$ cat src/rtl/vga_game_pkg.sv
// Shared geometry, colour and mode definitions for the VGA game screen renderer.
package vga_game_pkg;

  localparam int H_VALID     = 640;
  localparam int V_VALID     = 480;
  localparam int UNIT_SIZE   = 30;
  localparam int PLAYER_X    = 200;
  localparam int PLAYER_SIZE = 40;
  localparam int NUM_OBS     = 10;
  localparam int NUM_TRAIL   = 41;
  localparam int TRAIL_SIZE  = 4;
  localparam int HEART_X0    = 10;
  localparam int HEART_Y0    = 10;
  localparam int HEART_SIZE  = 16;
  localparam int HEART_GAP   = 4;
  localparam int MAX_HEARTS  = 7;

  localparam int BAND_Y0  = 200;
  localparam int BAND_Y1  = 280;
  localparam int TITLE_X0 = 160;
  localparam int TITLE_X1 = 480;

  localparam logic [11:0] COL_BLACK   = 12'h000;
  localparam logic [11:0] COL_WHITE   = 12'hFFF;
  localparam logic [11:0] COL_HEART   = 12'h00F;
  localparam logic [11:0] COL_PLAYER  = 12'hF80;
  localparam logic [11:0] COL_CREEPER = 12'h0C0;
  localparam logic [11:0] COL_ZOMBIE  = 12'h6A2;
  localparam logic [11:0] COL_BG      = 12'hC84;
  localparam logic [11:0] COL_BAND    = 12'h00F;

  typedef enum logic [1:0] {
    GM_TITLE = 2'b00,
    GM_PLAY  = 2'b01,
    GM_PAUSE = 2'b10,
    GM_OVER  = 2'b11
  } gamemode_e;

  typedef enum logic [1:0] {
    OBS_BLACK   = 2'd0,
    OBS_WHITE   = 2'd1,
    OBS_CREEPER = 2'd2,
    OBS_ZOMBIE  = 2'd3
  } obs_class_e;

  function automatic logic [11:0] obs_colour(input logic [1:0] cls);
    case (obs_class_e'(cls))
      OBS_BLACK:   obs_colour = COL_BLACK;
      OBS_WHITE:   obs_colour = COL_WHITE;
      OBS_CREEPER: obs_colour = COL_CREEPER;
      default:     obs_colour = COL_ZOMBIE;
    endcase
  endfunction

endpackage

$ cat src/rtl/vga_obstacle_layer.sv
// Parallel obstacle hit tests for the current pixel; the lowest-index hitting slot wins.
module vga_obstacle_layer
  import vga_game_pkg::*;
(
  input  logic [9:0] pix_x,
  input  logic [8:0] pix_y,
  input  logic [1:0] obstacle_class       [NUM_OBS],
  input  logic [9:0] obstacle_x_game_left [NUM_OBS],
  input  logic [2:0] width                [NUM_OBS],
  input  logic [8:0] obstacle_y_game_up   [NUM_OBS],
  input  logic [3:0] height               [NUM_OBS],
  output logic       hit,
  output logic [1:0] cls
);

  logic [NUM_OBS-1:0] slot_hit;

  // 11-bit extents so left + width*UNIT_SIZE cannot wrap.
  for (genvar g = 0; g < NUM_OBS; g++) begin : g_slot
    logic [10:0] x0, x1, y0, y1;
    assign x0 = {1'b0, obstacle_x_game_left[g]};
    assign y0 = {2'b0, obstacle_y_game_up[g]};
    assign x1 = x0 + 11'(width[g]) * 11'(UNIT_SIZE);
    assign y1 = y0 + 11'(height[g]) * 11'(UNIT_SIZE);
    assign slot_hit[g] = ({1'b0, pix_x} >= x0) && ({1'b0, pix_x} < x1) &&
                         ({2'b0, pix_y} >= y0) && ({2'b0, pix_y} < y1);
  end

  always_comb begin
    hit = 1'b0;
    cls = 2'd0;
    for (int i = NUM_OBS - 1; i >= 0; i--) begin
      if (slot_hit[i]) begin
        hit = 1'b1;
        cls = obstacle_class[i];
      end
    end
  end

endmodule

$ cat src/rtl/vga_screen_pic.sv
// Combinational pixel colour generator for the game screen, plus a frame counter for blinking.
module vga_screen_pic
  import vga_game_pkg::*;
(
  input  logic       clk,
  input  logic       rst_n,
  input  logic [9:0] pix_x,
  input  logic [8:0] pix_y,
  input  logic [1:0] gamemode,
  input  logic [8:0] player_y,
  input  logic [2:0] heart,
  input  logic [1:0] obstacle_class       [NUM_OBS],
  input  logic [9:0] obstacle_x_game_left [NUM_OBS],
  input  logic [2:0] width                [NUM_OBS],
  input  logic [8:0] obstacle_y_game_up   [NUM_OBS],
  input  logic [3:0] height               [NUM_OBS],
  input  logic [9:0] trail_x              [NUM_TRAIL],
  input  logic [8:0] trail_y              [NUM_TRAIL],
  input  logic [3:0] trail_life           [NUM_TRAIL],
  output logic [11:0] rgb
);

  function automatic logic [11:0] dim(input logic [11:0] c);
    dim = {1'b0, c[11:9], 1'b0, c[7:5], 1'b0, c[3:1]};
  endfunction

  logic [5:0]  frame_cnt;
  logic        frame_end;
  logic        blank;
  logic        obs_hit;
  logic [1:0]  obs_cls;
  logic        player_hit;
  logic [10:0] player_y1;
  logic [NUM_TRAIL-1:0] trail_hit;
  logic        trail_any;
  logic [3:0]  trail_lf;
  logic [MAX_HEARTS-1:0] heart_hit;
  logic        in_band;
  logic        in_title;
  logic [11:0] play_rgb;

  assign frame_end = (pix_x == 10'(H_VALID - 1)) && (pix_y == 9'(V_VALID - 1));

  always_ff @(posedge clk or negedge rst_n) begin
    if (!rst_n)         frame_cnt <= '0;
    else if (frame_end) frame_cnt <= frame_cnt + 6'd1;
  end

  assign blank = (pix_x >= 10'(H_VALID)) || (pix_y >= 9'(V_VALID));

  vga_obstacle_layer u_obstacles (
    .pix_x                (pix_x),
    .pix_y                (pix_y),
    .obstacle_class       (obstacle_class),
    .obstacle_x_game_left (obstacle_x_game_left),
    .width                (width),
    .obstacle_y_game_up   (obstacle_y_game_up),
    .height               (height),
    .hit                  (obs_hit),
    .cls                  (obs_cls)
  );

  assign player_y1  = {2'b0, player_y} + 11'(PLAYER_SIZE);
  assign player_hit = (pix_x >= 10'(PLAYER_X)) && (pix_x < 10'(PLAYER_X + PLAYER_SIZE)) &&
                      ({2'b0, pix_y} >= {2'b0, player_y}) && ({2'b0, pix_y} < player_y1);

  for (genvar g = 0; g < NUM_TRAIL; g++) begin : g_trail
    logic [10:0] x1, y1;
    assign x1 = {1'b0, trail_x[g]} + 11'(TRAIL_SIZE);
    assign y1 = {2'b0, trail_y[g]} + 11'(TRAIL_SIZE);
    assign trail_hit[g] = (trail_life[g] != 4'd0) &&
                          (pix_x >= trail_x[g]) && ({1'b0, pix_x} < x1) &&
                          (pix_y >= trail_y[g]) && ({2'b0, pix_y} < y1);
  end

  always_comb begin
    trail_any = 1'b0;
    trail_lf  = 4'd0;
    for (int i = NUM_TRAIL - 1; i >= 0; i--) begin
      if (trail_hit[i]) begin
        trail_any = 1'b1;
        trail_lf  = trail_life[i];
      end
    end
  end

  for (genvar g = 0; g < MAX_HEARTS; g++) begin : g_heart
    localparam int HX = HEART_X0 + g * (HEART_SIZE + HEART_GAP);
    assign heart_hit[g] = (3'(g) < heart) &&
                          (pix_x >= 10'(HX)) && (pix_x < 10'(HX + HEART_SIZE)) &&
                          (pix_y >= 9'(HEART_Y0)) && (pix_y < 9'(HEART_Y0 + HEART_SIZE));
  end

  assign in_band  = (pix_y >= 9'(BAND_Y0)) && (pix_y < 9'(BAND_Y1));
  assign in_title = in_band && (pix_x >= 10'(TITLE_X0)) && (pix_x < 10'(TITLE_X1));

  always_comb begin
    play_rgb = COL_BG;
    if (|heart_hit)     play_rgb = COL_HEART;
    else if (player_hit) play_rgb = COL_PLAYER;
    else if (trail_any)  play_rgb = {4'h0, 1'b0, trail_lf[3:1], trail_lf};
    else if (obs_hit)    play_rgb = obs_colour(obs_cls);
  end

  always_comb begin
    rgb = COL_BLACK;
    if (rst_n && !blank) begin
      case (gamemode_e'(gamemode))
        GM_TITLE: rgb = in_title ? COL_WHITE : COL_BG;
        GM_PLAY:  rgb = play_rgb;
        GM_PAUSE: rgb = dim(play_rgb);
        default:  rgb = (in_band && !frame_cnt[5]) ? COL_BAND : play_rgb;
      endcase
    end
  end

endmodule

$ cat config.mk
export PLATFORM = sky130hd
export DESIGN_NAME = vga_screen_pic
export DESIGN_NICKNAME = d
export VERILOG_FILES = /design/src/rtl/vga_game_pkg.sv /design/src/rtl/vga_obstacle_layer.sv /design/src/rtl/vga_screen_pic.sv
export SDC_FILE = /design/constraint.sdc
export NUM_CORES = 2
export LEC_CHECK = 0
export CAP_MARGIN = 20
export CELL_PAD_IN_SITES_DETAIL_PLACEMENT = 2
export CELL_PAD_IN_SITES_GLOBAL_PLACEMENT = 2
export CORE_AREA = 2 2 493 495
export DETAILED_ROUTE_END_ITERATION = 10
export DIE_AREA = 0 0 495 497
export PLACE_DENSITY_LB_ADDON = 0.1
export SETUP_SLACK_MARGIN = 0.3
export SYNTH_ARGS = -nofsm -noshare
export SYNTH_HDL_FRONTEND = slang
export SYNTH_SLANG_ARGS = --single-unit
$ cat constraint.sdc
create_clock -name clk -period 20.1 [get_ports clk]
set_input_delay 2.01 -clock clk [delete_from_list [all_inputs] [get_ports clk]]
set_output_delay 2.01 -clock clk [all_outputs]
set_load 0.005 [all_outputs]
==> results.yml <==
clocking:
  insertion_delay_ns: 0.23
  clkSinkCount: 6
  root_buffer: "clkbuf_16"
  cts_htree_levels: 1
  cts_made_buffers: 3
  cts_tree: "built"
  clk_pin_slew_ns: 0.03
  cts-resized-gates: 0
  cts_buffer_depth: 2
  postCtsSetupBuffers: 0
  cts_hold_buf: 0
synthesis:
  syn_avg_cell_area_um2: 7.757
  ys_seq_area_share_pct: 0.2336
  synthDistinctLibCells: 93
  synth_async_sr_flop_share_pct: 100.0
  synth-warning-count: 0
  synth-edff-count: 0
  yosys_register_bits: 6
  syn-num-nets: 11819
  synth_area_um2: 64280
  synth_ff_type: "dfrtp_1"
  synth_cells: 8286
timing:
  setup_viol: 0
  relSlewSlack_pct: 19.64
  finalCritPeriodShare_pct: 62.07
  timing.fmax_mhz: 80.15
  fin_skew_ns: 0.0008669
  rsz0062_at_grt: "false"
  maxSlewViolCount: 0
  hold_viol: 0
  fin_crit_ns: 12.48
  setup_tns_ns: 0
  tightest_slew_ns: 1.195
pwr:
  finalPower_mw: 2.801
  power_density_nw_per_um2: 34.10
  irDropWorstVdd_mv: 0.02321
  p_leak_nw: 40.15
layout:
  top_regs: "frame_cnt x6"
  instances_no_fill: 12979
  layout_commonest_cell: "ha_1"
  largest_reg_flops: 6
  drive_above_1_share_pct: 1.583
  nets: 13139
  area_growth_pct: 27.78
  regMostFlops: "frame_cnt"
  final_core_util_pct: 34.21
  layout_common_cells: "2175 x ha_1, 1347 x inv_1, 1252 x clkdlybuf4s50_1"
drt:
  wirelength_um: 365000
  firstDrtPassIters: 5
  drt_iter0_drc: 2736
  ant_nets: 0
  viasPerCell: 5.391
  wl_per_cell_um: 28.12
  drc: 0
  route.vias.total: 69969
setup_path:
  endpoint_kind: "output port"
  cpPeakStageDelay_ns: 0.85
  reg2reg_to: "frame_cnt[4]$_DFFE_PN0P_"
  cpMaxStageDelayCell: "a31oi_1"
  start_kind: "input port"
  reg2reg_slack_ns: 18.98
  worst-setup-path-type: "in -> out"
  reg2regPathDepth: 4
  worst_ep_required_time_ns: 18.09
  cp.arrival_ns: 10.47
  critPathLaunch: "height[18]"
  regToRegStartpoint: "frame_cnt[0]$_DFFE_PN0P_"
  timing.critical_path.to: "rgb[0]"
  cpMostUsedCell: "ha_1"
  worstPathMaxFanout: 6
worst_hold_path:
  hp-class: "reg -> reg"
floorplanning:
  fp.coreArea_um2: 240100
  die_y_um: 497
  ios: 1270
  die-area_um2: 246000
  rows: 180
  initial_utilization_pct: 26.77
  die_w_um: 495
place:
  place.gp.congestion: 0.9215
  portBuffers: 1269
  dp.cells: 12785
  post-dp-hpwl_um: 317300
status:
  status: "completed"
global_routing:
  grt_pass1_vias: 77125
  antenna_found_initial: 359
  grt_max_degree: 45
  gr-usage-all-layers_pct: 28.61
  grt_pass1_wl_um: 522600
  gr-total-overflow: 0
flow_run:
  drv_cap: 0
Yosys cell counts (30+ instances only):
cell type,number,area share [%]
nand2_1,293,1.7
fa_1,100,3.1
ha_1,2175,42
o211ai_1,89,1.0
o21ai_0,419,3.3
o21bai_1,52,0.61
a21oi_1,486,3.8
nand2b_1,182,1.8
nor2_1,288,1.7
xor2_1,64,0.87
a2111oi_0,62,0.84
o311ai_0,41,0.56
nor4_1,88,0.86
a21o_1,227,2.7
a31oi_1,70,0.68
o21a_1,98,1.1
nor3_1,175,1.4
inv_1,1349,7.9
o31ai_1,31,0.36
a211o_1,50,0.68
a211oi_1,102,1.2
and3_1,80,0.78
or4_1,37,0.43
nand3_1,351,2.7
nor2b_1,158,1.5
nand4_1,91,0.89
nor3b_1,30,0.35
xnor2_1,565,7.7
o2111ai_1,63,0.86
through the flow:
step           worst slack (ns)  hold slack, ns  instance area (um2)
2_1_floorplan             10.59          0.4420                64280
3_3_place_gp              7.832          0.4605                81570
3_5_place_dp              7.715          0.4932                81580
4_1_cts                   7.692          0.5065                81650
5_1_grt                   7.218          0.5480                81970
6_report                  7.624          0.5058                82140
worst max-delay path, delay by kind of cell:
family          cells  cell delay, ns
simple gates        5            2.09
buf+inv             5            1.39
compound gates     10            2.36
xor+xnor            2            0.27
fa+ha+maj           6            2.33
logic make-up after synthesis:
group | count (synthesis) | synth area share [%]
flip-flops | 6 | 0.2336
multiplexers | 8 | 0.1304
AO/OA/AOI/OAI | 2119 | 22.21
adder cells (fa/ha/maj) | 2275 | 45.45
AND/OR/NAND/NOR | 1872 | 15.34
buffers and inverters | 1377 | 8.061
XOR/XNOR | 629 | 8.571
area by class of cell:
cell class,count,area (um2)
Fill cell,27814,157900
Clock buffer,3,75.07
Tap cell,3185,3985
Inverter,1354,5087
Antenna cell,190,475.5
Sequential cell,6,150.1
Timing Repair Buffer,1338,13240
Multi-Input combinational cell,6903,59130
power by group:
| part | switching [mW] | total, mW | internal, mW |
|---|---|---|---|
| registers | 0.000000420 | 0.0122 | 0.0122 |
| logic | 1.52 | 2.76 | 1.23 |
| clock network | 0.00744 | 0.0330 | 0.0256 |
layer usage:
layer	global-route usage, %	wire length [um]
met1	32.92	149700
met2	49.71	174200
met3	6.662	21600
met4	13.14	17910
met5	0	1519
worst min-delay path by stage:
stage                        startpoint                  endpoint  slack, ns  cells past startpoint
3_3_place_gp   frame_cnt[4]$_DFFE_PN0P_  frame_cnt[4]$_DFFE_PN0P_       0.46                      1
2_1_floorplan  frame_cnt[4]$_DFFE_PN0P_  frame_cnt[4]$_DFFE_PN0P_       0.44                      1
5_1_grt        frame_cnt[4]$_DFFE_PN0P_  frame_cnt[4]$_DFFE_PN0P_       0.55                      1
6_report       frame_cnt[3]$_DFFE_PN0P_  frame_cnt[3]$_DFFE_PN0P_       0.51                      1
3_5_place_dp   frame_cnt[3]$_DFFE_PN0P_  frame_cnt[3]$_DFFE_PN0P_       0.49                      1
4_1_cts        frame_cnt[3]$_DFFE_PN0P_  frame_cnt[3]$_DFFE_PN0P_       0.51                      1
(Power assumes the default switching activity.)
